--- config.mk ---
export PLATFORM = sky130hd
export DESIGN_NAME = sequence_generator
export DESIGN_NICKNAME = d
export VERILOG_FILES = /design/src/rtl/seq_gen_pkg.sv /design/src/rtl/sequence_generator_seg7.sv /design/src/rtl/sequence_generator.sv
export SDC_FILE = /design/constraint.sdc
export NUM_CORES = 1
export LEC_CHECK = 0
export CAP_MARGIN = 10
export CORE_UTILIZATION = 55
export CTS_BUF_LIST = sky130_fd_sc_hd__clkbuf_8
export CTS_CLUSTER_DIAMETER = 120
export DETAILED_ROUTE_END_ITERATION = 16
export PLACE_DENSITY = 0.75
export SYNTH_ARGS = -nofsm -noshare
export SYNTH_HDL_FRONTEND = slang
export SYNTH_HIERARCHICAL = 1
export SYNTH_SLANG_ARGS = --single-unit
--- constraint.sdc ---
create_clock -name clk -period 4 [get_ports clk]
set_input_delay 0.4 -clock clk [delete_from_list [all_inputs] [get_ports clk]]
set_output_delay 0.4 -clock clk [all_outputs]
set_load 0.05 [all_outputs]
--- src/rtl/seq_gen_pkg.sv ---
// Shared state encoding, display constants and hex-to-segment lookup for the
// serial pattern transmitter.
package seq_gen_pkg;

  typedef enum logic [1:0] {
    ST_IDLE  = 2'b00,
    ST_SHIFT = 2'b01,
    ST_DONE  = 2'b10
  } state_e;

  localparam logic [7:0] SEG_DASH = 8'h40;
  localparam logic [7:0] SEG_ALL  = 8'hFF;

  // Active-high segments, bit0=a .. bit6=g.
  function automatic logic [6:0] hex_to_seg(input logic [3:0] v);
    logic [6:0] s;
    case (v)
      4'h0: s = 7'h3F;
      4'h1: s = 7'h06;
      4'h2: s = 7'h5B;
      4'h3: s = 7'h4F;
      4'h4: s = 7'h66;
      4'h5: s = 7'h6D;
      4'h6: s = 7'h7D;
      4'h7: s = 7'h07;
      4'h8: s = 7'h7F;
      4'h9: s = 7'h6F;
      4'hA: s = 7'h77;
      4'hB: s = 7'h7C;
      4'hC: s = 7'h39;
      4'hD: s = 7'h5E;
      4'hE: s = 7'h79;
      default: s = 7'h71;
    endcase
    return s;
  endfunction

endpackage

--- src/rtl/sequence_generator_seg7.sv ---
// Combinational hex digit to 7-segment decoder; decimal point passes straight through.
module seg7_hex_decoder
  import seq_gen_pkg::*;
(
  input  logic [3:0] hex_i,
  input  logic       dp_i,
  output logic [7:0] seg_o
);

  assign seg_o = {dp_i, hex_to_seg(hex_i)};

endmodule

--- src/rtl/sequence_generator.sv ---
// Serial pattern transmitter: shifts a captured pattern out MSB first, each bit
// held bit_div+1 cycles, repeated reps times, with a registered 7-seg status.
module sequence_generator
  import seq_gen_pkg::*;
#(
  parameter int PAT_W = 3,
  parameter int DIV_W = 8,
  parameter int REP_W = 4
) (
  input  logic             clk,
  input  logic             rst,
  input  logic             start,
  input  logic [PAT_W-1:0] pattern,
  input  logic [DIV_W-1:0] bit_div,
  input  logic [REP_W-1:0] reps,
  output logic             ser_out,
  output logic             ser_strobe,
  output logic             busy,
  output logic             done,
  output logic [7:0]       seg
);

  localparam int IDX_W = (PAT_W > 1) ? $clog2(PAT_W) : 1;
  localparam logic [IDX_W-1:0] IDX_TOP = IDX_W'(PAT_W - 1);

  state_e           state_q;
  logic [PAT_W-1:0] pat_q;
  logic [DIV_W-1:0] div_q;
  logic [DIV_W-1:0] div_rld_q;
  logic [REP_W-1:0] rep_q;
  logic [IDX_W-1:0] idx_q;
  logic             ser_q;
  logic             strobe_q;
  logic             busy_q;
  logic             done_q;
  logic [7:0]       seg_q;

  logic [REP_W-1:0] reps_eff;
  logic             bit_end;
  logic             last_bit;
  logic             last_rep;
  logic             ser_d;
  logic [REP_W-1:0] rep_d;
  logic [7:0]       seg_d;

  assign reps_eff = (reps == '0) ? REP_W'(1) : reps;
  assign bit_end  = (div_q == '0);
  assign last_bit = (idx_q == '0);
  assign last_rep = (rep_q <= REP_W'(1));

  // Next serial bit and next remaining-reps value, so seg can be registered
  // in the same cycle as the bit it annotates.
  always_comb begin
    ser_d = 1'b0;
    rep_d = rep_q;
    case (state_q)
      ST_IDLE: begin
        ser_d = pattern[PAT_W-1];
        rep_d = reps_eff;
      end
      ST_SHIFT: begin
        if (!bit_end) begin
          ser_d = pat_q[idx_q];
        end else if (!last_bit) begin
          ser_d = pat_q[idx_q - IDX_W'(1)];
        end else begin
          ser_d = pat_q[PAT_W-1];
          rep_d = rep_q - REP_W'(1);
        end
      end
      default: begin
        ser_d = 1'b0;
        rep_d = rep_q;
      end
    endcase
  end

  seg7_hex_decoder u_seg7 (
    .hex_i (4'(rep_d)),
    .dp_i  (ser_d),
    .seg_o (seg_d)
  );

  always_ff @(posedge clk) begin
    if (rst) begin
      state_q   <= ST_IDLE;
      pat_q     <= '0;
      div_q     <= '0;
      div_rld_q <= '0;
      rep_q     <= '0;
      idx_q     <= '0;
      ser_q     <= 1'b0;
      strobe_q  <= 1'b0;
      busy_q    <= 1'b0;
      done_q    <= 1'b0;
      seg_q     <= SEG_DASH;
    end else begin
      case (state_q)
        ST_IDLE: begin
          ser_q    <= 1'b0;
          strobe_q <= 1'b0;
          busy_q   <= 1'b0;
          done_q   <= 1'b0;
          seg_q    <= SEG_DASH;
          if (start) begin
            pat_q     <= pattern;
            div_q     <= bit_div;
            div_rld_q <= bit_div;
            rep_q     <= reps_eff;
            idx_q     <= IDX_TOP;
            ser_q     <= ser_d;
            strobe_q  <= 1'b1;
            busy_q    <= 1'b1;
            seg_q     <= seg_d;
            state_q   <= ST_SHIFT;
          end
        end
        ST_SHIFT: begin
          if (!bit_end) begin
            div_q    <= div_q - DIV_W'(1);
            ser_q    <= ser_d;
            strobe_q <= 1'b0;
            seg_q    <= seg_d;
          end else if (last_bit && last_rep) begin
            ser_q    <= 1'b0;
            strobe_q <= 1'b0;
            busy_q   <= 1'b0;
            done_q   <= 1'b1;
            seg_q    <= SEG_ALL;
            state_q  <= ST_DONE;
          end else begin
            // Repetitions run back-to-back: wrap idx without a gap bit.
            div_q    <= div_rld_q;
            ser_q    <= ser_d;
            strobe_q <= 1'b1;
            seg_q    <= seg_d;
            if (last_bit) begin
              idx_q <= IDX_TOP;
              rep_q <= rep_q - REP_W'(1);
            end else begin
              idx_q <= idx_q - IDX_W'(1);
            end
          end
        end
        ST_DONE: begin
          ser_q    <= 1'b0;
          strobe_q <= 1'b0;
          busy_q   <= 1'b0;
          done_q   <= 1'b0;
          seg_q    <= SEG_DASH;
          state_q  <= ST_IDLE;
        end
        default: begin
          state_q <= ST_IDLE;
        end
      endcase
    end
  end

  assign ser_out    = ser_q;
  assign ser_strobe = strobe_q;
  assign busy       = busy_q;
  assign done       = done_q;
  assign seg        = seg_q;

endmodule

# ---- After elaboration in Yosys (flattened, before gate mapping)
# Memory sizes are Yosys's and may differ from the RTL's.
# Cells that the tools add are included.
dict set report totals {
  reg_bits 39
  romBits 112
  in_bits 18
  out_inout_bits 12
  word_cells 86
  n_memories 1
}
dict set report op_classes {
  add_sub_neg 3
  order_cmp 3
  n_eq_ne 7
  n_mux 46
  n_reduce_logical 15
}
# memory depth width read_ports rd_clocked_by_memory_dff write_ports line
set memory_table {}
lappend memory_table {{(name not given)} 16 7 1 0 0 seq_gen_pkg.sv:17} ;# case (v)
# op n
set ops {}
lappend ops {{$mux 8} 6}
lappend ops {{$mux 4} 6}
lappend ops {{$pmux 8 s3} 1}
lappend ops {{$pmux 4 s2} 2}
lappend ops {{$pmux 8 s2} 1}
lappend ops {{$mux 1} 15}
lappend ops {{$mux 2} 7}
lappend ops {{$reduce_and 3->1} 4}
lappend ops {{$pmux 1 s3} 3}
lappend ops {{$logic_not 8->1} 1}
lappend ops {{$ne 2x2->1 const B} 4}
lappend ops {{$pmux 2 s2} 2}
lappend ops {{$sub 8x1->8 const B} 1}
lappend ops {{$lt 2x3->1 const B} 2}
lappend ops {{$bmux 1 s2} 2}
lappend ops {{$le 4x1->1 const B} 1}
lappend ops {{$logic_not 2->1} 2}
lappend ops {{$logic_not 4->1} 1}
lappend ops {{$reduce_and 4->1} 1}
lappend ops {{$reduce_bool 2->1} 2}
lappend ops {{$sub 4x1->4 const B} 1}
lappend ops {{$ne 3x3->1 const B} 1}
lappend ops {{$reduce_bool 3->1} 1}
lappend ops {{$eq 2x1->1 const B} 1}
lappend ops {{6 further kinds} 6}

# ---- Logic depth before layout (Yosys ltp)
# Gate-level depths: netlist of the first run.
dict set report logic_depth {
  word_depth 9
  mapped_depth 13
  depth_no_buf 12
}

# ---- Cells and area by module
# The synthesis of the first run kept the hierarchy.
# mod n_inst cells_per_inst area_per_inst_um2 seq_area_each_um2
set modules_own_cells {}
lappend modules_own_cells {sequence_generator 1 322 2496.1 780.7}
lappend modules_own_cells {seg7_hex_decoder 1 34 297.8 0.0}

# ---- Least setup slack after synthesis of the first run
# OpenSTA, ideal clock, no wires.
dict set report synth_path {
  path_type {register to register}
  startpoint {register div_q[0]}
  endpoint {register seg_q[3] (netlist: seg[3])}
  setup_time_ns 0.141
  arrival_ns 2.920
  t_required_ns 3.859
  path_slack_ns 0.938
  stages_incl_launch_ff 13
  n_path_buf 1
  synth_period_minus_slack_ns 3.062
  path_cell_list {dfxtp_1 > inv_1 > ha_1 > nor4b_2 > clkbuf_1 > nand3_1 > xnor2_1 > o211ai_1 > inv_1 > ha_1 > mux4_1 > a21oi_1 > a221oi_1}
}
dict set report synth_via {
  elab_chain_len 7
  elab_cells_between_ends 8
  classes_between {mux (6); reduce/logical (1); memory (1)}
}
# item line
set synth_rtl {}
lappend synth_rtl {{from (decl)} sequence_generator.sv:28} ;# logic [DIV_W-1:0] div_q;
lappend synth_rtl {{from (signal assigned)} sequence_generator.sv:107} ;# div_q <= bit_div;
lappend synth_rtl {{from (signal assigned)} sequence_generator.sv:120} ;# div_q <= div_q - DIV_W'(1);
lappend synth_rtl {{from (signal assigned)} sequence_generator.sv:133} ;# div_q <= div_rld_q;
lappend synth_rtl {{$logic_not 8->1 *} sequence_generator.sv:47} ;# assign bit_end = (div_q == '0);
lappend synth_rtl {{$mux 4 *} sequence_generator.sv:62} ;# if (!bit_end) begin
lappend synth_rtl {{$pmux 4 s2 *} sequence_generator.sv:56} ;# case (state_q)
lappend synth_rtl {{net rep_d[0]} sequence_generator.sv:43} ;# logic [REP_W-1:0] rep_d;
lappend synth_rtl {{$mem_v2 16x7 *} n/a}
lappend synth_rtl {{net seg_d[3]} sequence_generator.sv:44} ;# logic [7:0] seg_d;
lappend synth_rtl {{$mux 8} sequence_generator.sv:124} ;# end else if (last_bit && last_rep) begin
lappend synth_rtl {{$mux 8} sequence_generator.sv:119} ;# if (!bit_end) begin
lappend synth_rtl {{$pmux 8 s3 *} sequence_generator.sv:98} ;# case (state_q)
lappend synth_rtl {{to (signal assigned)} sequence_generator.sv:114} ;# seg_q <= seg_d;
lappend synth_rtl {{to (signal assigned)} sequence_generator.sv:123} ;# seg_q <= seg_d;
lappend synth_rtl {{to (signal assigned)} sequence_generator.sv:136} ;# seg_q <= seg_d;
lappend synth_rtl {{to (decl)} sequence_generator.sv:36} ;# logic [7:0] seg_q;
# Mark *: on every way through the listed nets, which the timed path passes. The rest lies on a longest branch.
# A chain may end at the register's enable or synchronous reset.

# ---- Worst setup path in the final report of the first run
# Same ends and word-level chain as after synthesis.

==> results.sh, run 1 <==
export IMPL_status="complete, no violations"
export IMPL_die_x_um=73.3
export IMPL_end_kind="register"
export IMPL_path_max_fanout=6
export IMPL_grt_max_degree=36
export IMPL_max_slew_margin_pct=50.1
export IMPL_drt_total_wl_um=7110
export IMPL_grt_pass1_vias=2492
export IMPL_multiInputGateArea_mm2=0.00179
export IMPL_min_path_type="register to register"
export IMPL_grt_overflow=0
export IMPL_synth_distinct_cells=68
export IMPL_dp_hpwl_um=4940
export IMPL_required_ns=4.16
export IMPL_synth_area_leaders="dfxtp_1, ha_1, nand2_1"
export IMPL_synth_edff_count=0
export IMPL_clock_path_buffers=2
export IMPL_vias=2717
export IMPL_start_util_pct=58.0
export IMPL_rows=25
export IMPL_crit_arrival_ns=3.36
export IMPL_synthCells=356
export IMPL_fillCellCount=438
export IMPL_core_mm2=0.00482
export IMPL_drv_slew=0
export IMPL_synth_avg_cell_area_um2=7.85
export IMPL_setup_tns_ns=0
export IMPL_startpoint_type="register"
export IMPL_leakage_nw=1.15
export IMPL_synth_top_area_share_pct=27.9
export IMPL_layout_setup_ws_ns=0.800
export IMPL_fin_worst_skew_ns=0.00894
export IMPL_post_route_period_util_pct=80.0
export IMPL_syn_nets=390
export IMPL_setup_violations=0
export IMPL_synth_seq_cells=39
export IMPL_worstSetupPathType="register to register"
export IMPL_insertedDiodeCount=0
export IMPL_rsz0062_at_grt="false"
export IMPL_yosysTopAreaCell="dfxtp_1"
export IMPL_firstDrtPassIters=5
export IMPL_drt_iter0_drc=297
export IMPL_cts_buffers_inserted=5
export IMPL_syn2layout_area_growth_pct=14.5
export IMPL_io_buffers=29
export IMPL_cts_root_buf="clkbuf_8"
export IMPL_async_flop_share_pct=0
export IMPL_cts_sink_count=39
export IMPL_worst_slew_pin_slew_ns=0.743
export IMPL_hold_violations=0
export IMPL_routabilityCongestion=0.870
export IMPL_grt_antenna_before_repair=0
export IMPL_grt_total_usage_pct=28.7
export IMPL_p_per_area_mw_per_mm2=550
export IMPL_seq_area_frac_synth_pct=27.9
export IMPL_grt_pass1_wl_um=12000
export IMPL_die_h_um=73.3
export IMPL_clk_pin_slew_ns=0.09
export IMPL_dp_slack_ns=0.856
export IMPL_cts_tree="built"
export IMPL_drcViolationCount=0
export IMPL_ioPinCount=30
export IMPL_final_net_count=404
export IMPL_netlist_area_mm2=0.00279
export IMPL_cts_setup_buffers=0
export IMPL_drt_vias_per_instance=6.20
export IMPL_cts_resized=0
export IMPL_regArea_um2=781
export IMPL_clock_latency_ns=0.30
export IMPL_postRouteAntennaNets=0
export IMPL_h_tree_depth=2
export IMPL_wl_per_cell_um=16.2
export IMPL_die_area_mm2=0.00537
export IMPL_fmaxAchievable_mhz=312
export IMPL_synth_main_ff_cell="dfxtp_1"
export IMPL_power_w=0.00176
export IMPL_irDropWorstVdd_v=0.000279
export IMPL_drive_above_1_share_pct=8.09
export IMPL_period_minus_slack_ns=3.20
export IMPL_drv_cap=0
export IMPL_ctsHoldBuffers=0
export IMPL_synth_warnings=6
## state kept, by name, indices dropped and copies added, names as in the netlist
register and flops:
busy 1, div_q 8, div_rld_q 8, done 1, idx_q 2, pat_q 3, rep_q 4, seg 8
ser_out 1, ser_strobe 1, state_q 2
## cell families (layout without fill, tap and decap cells)
family	after synthesis	after routing	synth area share, %
compound gates	114	114	27.4
xor+xnor	4	4	1.25
fa+ha+maj	16	16	7.17
buf+inv	51	66	7.93
flops	39	39	27.9
mux	11	11	4.88
simple gates	121	121	23.4
## stage by stage
step           area [um2]  instances  hold WS, ns  util [%]
2_1_floorplan        2790        356        0.431         -
3_3_place_gp         3090        430        0.443      64.1
3_5_place_dp         3090        430        0.447      64.1
4_1_cts              3200        438        0.458      66.4
5_1_grt              3200        438        0.483      66.4
6_report             3200        438        0.457      66.4
## path summary, 6_finish.rpt
check	to	start	slack (ns)	cells after the start
worst max-delay path	seg[3]	div_q[0]	0.80	11
worst min-delay path	div_rld_q[3]	div_rld_q[3]	0.46	2
worst max register to register	seg[3]	div_q[0]	0.80	11
worst min register to register	div_rld_q[3]	div_rld_q[3]	0.46	2
## synth_stat cells, types with 3 or more instances
library cell,n
o32ai_1,3
dfxtp_1,39
nand3b_1,5
nor3_1,7
clkbuf_1,22
a211oi_1,6
a31oi_1,7
nor2b_1,6
o21ai_0,19
nor2_1,17
nand2_1,45
o211ai_1,9
a22oi_1,3
a221oi_1,5
nand2b_1,8
a311oi_1,6
xor2_1,3
buf_6,3
mux2_2,4
o22ai_1,5
ha_1,16
a21oi_1,30
inv_1,21
mux2i_1,5
nand3_1,7
nand4_1,4
## power breakdown
part / leakage [nW] / switching [W] / internal (W) / total (W)
combinational: 0.774 / 0.000554 / 0.000350 / 0.000904
sequential: 0.321 / 0.0000631 / 0.000450 / 0.000513
clock: 0.0581 / 0.000157 / 0.000186 / 0.000343
## per-layer routing
metal / vias up / track usage [%] / share of wire [%] / wire, um
li1: 1339 / - / - / -
met4: 0 / 11.1 / 0.62 / 44
met3: 4 / 4.53 / 5.5 / 393
met2: 101 / 43.8 / 48 / 3380
met1: 1273 / 40.4 / 46 / 3290
met5: - / 0 / 0 / 0
## layout by cell type, fill, tap and decap left out, types with 8 or more instances in the layout
| master | n |
|---|---|
| ha_1 | 16 |
| buf_4 | 8 |
| o211ai_1 | 9 |
| nand2b_1 | 8 |
| o21ai_0 | 19 |
| inv_1 | 21 |
| clkdlybuf4s50_1 | 29 |
| dfxtp_1 | 39 |
| nand2_1 | 45 |
| a21oi_1 | 30 |
| nor2_1 | 17 |
## worst max-delay path, cell delays in order, from the launching register on
cell	delay [ns]
dfxtp_1	0.35
inv_1	0.07
ha_1	0.24
nor4b_2	0.50
nand3_1	0.16
xnor2_1	0.16
o211ai_1	0.33
inv_1	0.17
ha_1	0.35
mux4_1	0.50
a21oi_1	0.14
a221oi_1	0.09
## final cells by class
cell class,instances,area share [%]
inverter,21,2.46
timing repair buffer,37,11.0
sequential,39,24.4
clock inverter,3,1.37
tap,67,2.62
multi-input combinational,266,56.0
clock buffer,5,2.15
No activity file was read; power rests on OpenSTA's default activity.
==> run 2, diff against run 1 <==
==> constraint.sdc (replaced) <==
create_clock -name clk -period 3.1 [get_ports clk]
set_input_delay 0.31 -clock clk [delete_from_list [all_inputs] [get_ports clk]]
set_output_delay 0.31 -clock clk [all_outputs]
set_load 0.05 [all_outputs]
==> results.sh, run 2 (synthesized netlist as in run 1, its figures left out) <==
export IMPL_die_h_um=73.3
export IMPL_clk_pin_slew_ns=0.08
export IMPL_core_mm2=0.00482
export IMPL_drive_above_1_share_pct=11.7
export IMPL_period_minus_slack_ns=2.96
export IMPL_vias=2776
export IMPL_path_max_fanout=5
export IMPL_postLayoutCellArea_mm2=0.00329
export IMPL_start_util_pct=58.0
export IMPL_insertedDiodeCount=0
export IMPL_firstDrtPassIters=7
export IMPL_final_cell_mix="nand2_1, dfxtp_1, a21oi_1"
export IMPL_drv_cap=0
export IMPL_critical_path_cell_chain="inv_1 -> ha_2 -> or4b_4 -> o21ai_1 -> a21oi_1 -> a221o_1 -> inv_2 -> ha_1 -> mux4_1 -> a21oi_1 -> a221oi_1"
export IMPL_seq_power_share_pct=29.4
export IMPL_power_switching_w=0.000999
export IMPL_hold_violations=0
export IMPL_fin_worst_skew_ns=0.00652
export IMPL_worst_slew_pin_slew_ns=0.793
export IMPL_rr_worst_depth=11
export IMPL_p_per_area_mw_per_mm2=685
export IMPL_syn2layout_area_growth_pct=17.8
export IMPL_max_slew_margin_pct=46.8
export IMPL_postRouteAntennaNets=0
export IMPL_wl_per_cell_um=15.8
export IMPL_min_path_type="register to register"
export IMPL_grt_pass1_vias=2470
export IMPL_grt_pass1_wl_um=11600
export IMPL_layout_setup_ws_ns=0.135
export IMPL_utilization_pct=68.3
export IMPL_p_int_w=0.00125
export IMPL_final_net_count=416
export IMPL_path_buf_inv=2
export IMPL_path_common_cell="a21oi_1"
export IMPL_required_ns=3.24
export IMPL_fmaxAchievable_mhz=337
export IMPL_startpoint_type="register"
export IMPL_r2r_start="div_q[0]"
export IMPL_worstSetupPathType="register to register"
export IMPL_crit_arrival_ns=3.10
export IMPL_cts_buffers_inserted=5
export IMPL_hold_depth=2
export IMPL_r2r_end="seg[3]"
export IMPL_p_sw_share_pct=44.3
export IMPL_drt_iter0_drc=188
export IMPL_rows=25
export IMPL_die_area_mm2=0.00537
export IMPL_drcViolationCount=0
export IMPL_ioPinCount=30
export IMPL_pwr_share_comb_pct=55.8
export IMPL_post_dp_cell_area_mm2=0.00316
export IMPL_end_kind="register"
export IMPL_die_x_um=73.3
export IMPL_drt_total_wl_um=7100
export IMPL_routabilityCongestion=0.920
export IMPL_cts_sink_count=39
export IMPL_p_clk_share_pct=14.8
export IMPL_drt_vias_per_instance=6.17
export IMPL_grt_antenna_before_repair=0
export IMPL_post_route_period_util_pct=95.6
export IMPL_cts_tree="built"
export IMPL_min_from="div_rld_q[4]"
export IMPL_slowest_delay_ns=0.50
export IMPL_drv_slew=0
export IMPL_grt_overflow=0
export IMPL_io_buffers=29
export IMPL_setup_violations=0
export IMPL_clock_latency_ns=0.29
export IMPL_dp_hpwl_um=5240
export IMPL_final_common_cell="nand2_1"
export IMPL_h_tree_depth=2
export IMPL_grt_total_usage_pct=27.7
export IMPL_cts_root_buf="clkbuf_8"
export IMPL_irDropWorstVdd_v=0.000324
export IMPL_slowest_stage="mux4_1"
export IMPL_holdPathEnd="div_rld_q[4]"
export IMPL_grt_max_degree=36
export IMPL_path_delay_family="compound AO/OA/AOI/OAI gates"
export IMPL_ctsHoldBuffers=0
export IMPL_dp_slack_ns=0.0490
export IMPL_leakage_nw=1.21
export IMPL_setup_tns_ns=0
export IMPL_ff2ff_setup_slack_ns=0.14
export IMPL_status="complete, no violations"
export IMPL_clock_path_buffers=2
[run 2: cell types whose count changed in the layout (fill, tap and decap cells not counted), sizes merged]
cell / before / now
clkinvlp: 0 / 1
inv: 21 / 22
buf: 8 / 20
bufinv: 1 / 0
clkinv: 2 / 1
[run 2: worst min-delay path: cells and delay by family (launching register included)]
kind | cells | cell delay (ns)
flops | 1 | 0.31
simple gates | 1 | 0.05
compound gates | 1 | 0.05
[run 2: power by group through the flow]
| stage | combinational (W) | sequential (W) | clock, W |
|---|---|---|---|
| floorplan | 0.000806 | 0.000740 | 0 |
| global placement | 0.00118 | 0.000666 | 0 |
| detailed placement | 0.00120 | 0.000669 | 0 |
| CTS | 0.00121 | 0.000658 | 0.000339 |
| global route | 0.00136 | 0.000674 | 0.000358 |
| finish | 0.00126 | 0.000663 | 0.000334 |
[run 2: layer usage]
layer / up-vias / routed length, um / track usage, %
met5: - / 0 / 0
met4: 0 / 70 / 5.66
met3: 8 / 448 / 4.53
met2: 97 / 3430 / 47.4
met1: 1306 / 3150 / 36.6
li1: 1365 / - / -
[run 2: worst max path at each step]
stage | cells after the start | slack (ns) | endpoint | from
floorplan | 12 | 0.04 | seg[3] | div_q[0]
global placement | 12 | 0.18 | seg[3] | div_q[0]
detailed placement | 12 | 0.05 | seg[3] | div_q[0]
CTS | 12 | 0.02 | seg[3] | div_q[0]
global route | 11 | -0.03 | seg[3] | div_q[0]
finish | 11 | 0.14 | seg[3] | div_q[0]
[run 2: layout make-up]
| class | instances | area, um2 |
|---|---|---|
| Multi-Input combinational cell | 266 | 1820 |
| Fill cell | 431 | 1530 |
| Sequential cell | 39 | 781 |
| Timing Repair Buffer | 49 | 440 |
| Tap cell | 67 | 83.8 |
| Inverter | 21 | 78.8 |
| Clock buffer | 5 | 68.8 |
| Clock inverter | 3 | 16.3 |
[run 2: what timing repair did]
item | 4_1_cts | 5_1_grt
setup endpoints to repair | 0 | 4
gates resized for setup | 0 | 7
buffers inserted | 0 | 2
[run 2: per-stage QoR]
stage          instances  power, W  hold WS [ns]
2_1_floorplan        356   0.00155         0.431
3_3_place_gp         440   0.00185         0.443
3_5_place_dp         440   0.00187         0.447
4_1_cts              448   0.00221         0.460
5_1_grt              450   0.00240         0.490
6_report             450   0.00225         0.457
==> run 3, diff against run 2 <==
--- a/config.mk
+++ b/config.mk
@@ -11,6 +11,7 @@
 export CTS_CLUSTER_DIAMETER = 120
 export DETAILED_ROUTE_END_ITERATION = 16
 export PLACE_DENSITY = 0.75
+export RECOVER_POWER = 50
 export SYNTH_ARGS = -nofsm -noshare
 export SYNTH_HDL_FRONTEND = slang
 export SYNTH_HIERARCHICAL = 1
==> results.sh, run 3 (synthesized netlist as in run 1, its figures left out) <==
export IMPL_die_area_mm2=0.00537
export IMPL_p_int_w=0.00124
export IMPL_min_path_type="register to register"
export IMPL_grt_pass1_wl_um=11600
export IMPL_cts_sink_count=39
export IMPL_dp_slack_ns=0.0490
export IMPL_leakage_nw=1.23
export IMPL_pwr_share_comb_pct=55.4
export IMPL_dp_hpwl_um=5240
export IMPL_final_cell_mix="nand2_1, dfxtp_1, a21oi_1"
export IMPL_power_switching_w=0.000997
export IMPL_p_sw_share_pct=44.6
export IMPL_grt_antenna_before_repair=0
export IMPL_die_x_um=73.3
export IMPL_post_dp_cell_area_mm2=0.00316
export IMPL_path_max_fanout=5
export IMPL_p_per_area_mw_per_mm2=681
export IMPL_cts_tree="built"
export IMPL_regArea_um2=781
export IMPL_status="complete, no violations"
export IMPL_core_mm2=0.00482
export IMPL_setup_violations=0
export IMPL_syn2layout_area_growth_pct=17.5
export IMPL_worstSetupPathType="register to register"
export IMPL_io_buffers=29
export IMPL_r2r_start="div_q[0]"
export IMPL_seq_power_share_pct=29.6
export IMPL_grt_overflow=0
export IMPL_required_ns=3.24
export IMPL_h_tree_depth=2
export IMPL_worst_slew_pin_slew_ns=0.806
export IMPL_drv_slew=0
export IMPL_post_route_period_util_pct=95.6
export IMPL_routabilityCongestion=0.920
export IMPL_postRouteAntennaNets=0
export IMPL_multiInputGateArea_mm2=0.00182
export IMPL_drive_above_1_share_pct=11.2
export IMPL_vias=2797
export IMPL_clock_latency_ns=0.29
export IMPL_drt_total_wl_um=7090
export IMPL_die_h_um=73.3
export IMPL_startpoint="div_q[0]"
export IMPL_cts_buffers_inserted=5
export IMPL_cts_root_buf="clkbuf_8"
export IMPL_drv_cap=0
export IMPL_end_kind="register"
export IMPL_final_common_cell="nand2_1"
export IMPL_rows=25
export IMPL_ioPinCount=30
export IMPL_grt_max_degree=36
export IMPL_hold_violations=0
export IMPL_clk_pin_slew_ns=0.08
export IMPL_fmaxAchievable_mhz=337
export IMPL_drt_vias_per_instance=6.22
export IMPL_grt_pass1_vias=2470
export IMPL_fillCellCount=434
export IMPL_layout_setup_ws_ns=0.135
export IMPL_max_slew_margin_pct=45.9
export IMPL_irDropWorstVdd_v=0.000324
export IMPL_fin_worst_skew_ns=0.00750
export IMPL_period_minus_slack_ns=2.96
export IMPL_crit_arrival_ns=3.10
export IMPL_start_util_pct=58.0
export IMPL_ctsHoldBuffers=0
export IMPL_postLayoutCellArea_mm2=0.00328
export IMPL_p_clk_share_pct=15.0
export IMPL_firstDrtPassIters=5
export IMPL_final_net_count=416
export IMPL_wl_per_cell_um=15.7
export IMPL_grt_total_usage_pct=27.7
export IMPL_insertedDiodeCount=0
export IMPL_clock_path_buffers=2
export IMPL_min_from="div_rld_q[4]"
export IMPL_drcViolationCount=0
export IMPL_startpoint_type="register"
export IMPL_drt_iter0_drc=182
[run 3: cell types whose count changed in the layout (fill, tap and decap cells not counted)]
cell,before,now
and2_0,0,1
dlygate4sd3_1,0,12
clkdlybuf4s50_1,29,17
clkbuf_1,0,2
and2_1,1,0
buf_4,20,18
[run 3: power groups by stage]
stage | registers (W) | logic (W) | clock network (W)
floorplan | 0.000740 | 0.000806 | 0
global placement | 0.000666 | 0.00118 | 0
detailed placement | 0.000669 | 0.00120 | 0
CTS | 0.000658 | 0.00121 | 0.000339
global route | 0.000673 | 0.00135 | 0.000358
finish | 0.000662 | 0.00124 | 0.000334
[run 3: worst paths after layout]
| kind | cells after the start | end | slack (ns) |
|---|---|---|---|
| max | 11 | seg[3] | 0.14 |
| max reg2reg | 11 | seg[3] | 0.14 |
| min reg2reg | 2 | div_rld_q[4] | 0.46 |
| min | 2 | div_rld_q[4] | 0.46 |
[run 3: timing repair]
action | in CTS | in global routing
endpoints found under the hold margin | 0 | 0
buffers inserted | 0 | 2
resized for setup | 0 | 7
endpoints found under the setup margin | 0 | 4
[run 3: layout make-up]
| type | instances | share of cell area [%] |
|---|---|---|
| multi-input cells | 266 | 55.5 |
| flip-flops and latches | 39 | 23.8 |
| repair buffers | 49 | 13.2 |
| well taps | 67 | 2.55 |
| inverters | 21 | 2.40 |
| clock buffers | 5 | 2.10 |
| clock inverters | 3 | 0.495 |
[run 3: critical path, stage by stage, from the launching register on]
cell and delay (ns):
dfxtp_1 0.34, inv_1 0.07, ha_2 0.22, or4b_4 0.48, o21ai_1 0.14, a21oi_1 0.07
a221o_1 0.34, inv_2 0.14, ha_1 0.26, mux4_1 0.50, a21oi_1 0.16, a221oi_1 0.09
[run 3: per-stage QoR]
| step | setup TNS (ns) | hold slack [ns] | total power [W] | util (%) | cells |
|---|---|---|---|---|---|
| 2_1_floorplan | 0 | 0.431 | 0.00155 | - | 356 |
| 3_3_place_gp | 0 | 0.443 | 0.00185 | 65.6 | 440 |
| 3_5_place_dp | 0 | 0.447 | 0.00187 | 65.6 | 440 |
| 4_1_cts | 0 | 0.460 | 0.00221 | 67.4 | 448 |
| 5_1_grt | -0.0250 | 0.490 | 0.00238 | 68.2 | 450 |
| 6_report | 0 | 0.458 | 0.00224 | 68.2 | 450 |
[run 3: routing by layer]
metal  track usage (%)  wire, um  vias up
li1                  -         -     1369
met1              36.6      3130     1314
met2              47.4      3430      103
met3              4.53       441       11
met4              5.66        85        0
met5                 0         0        -
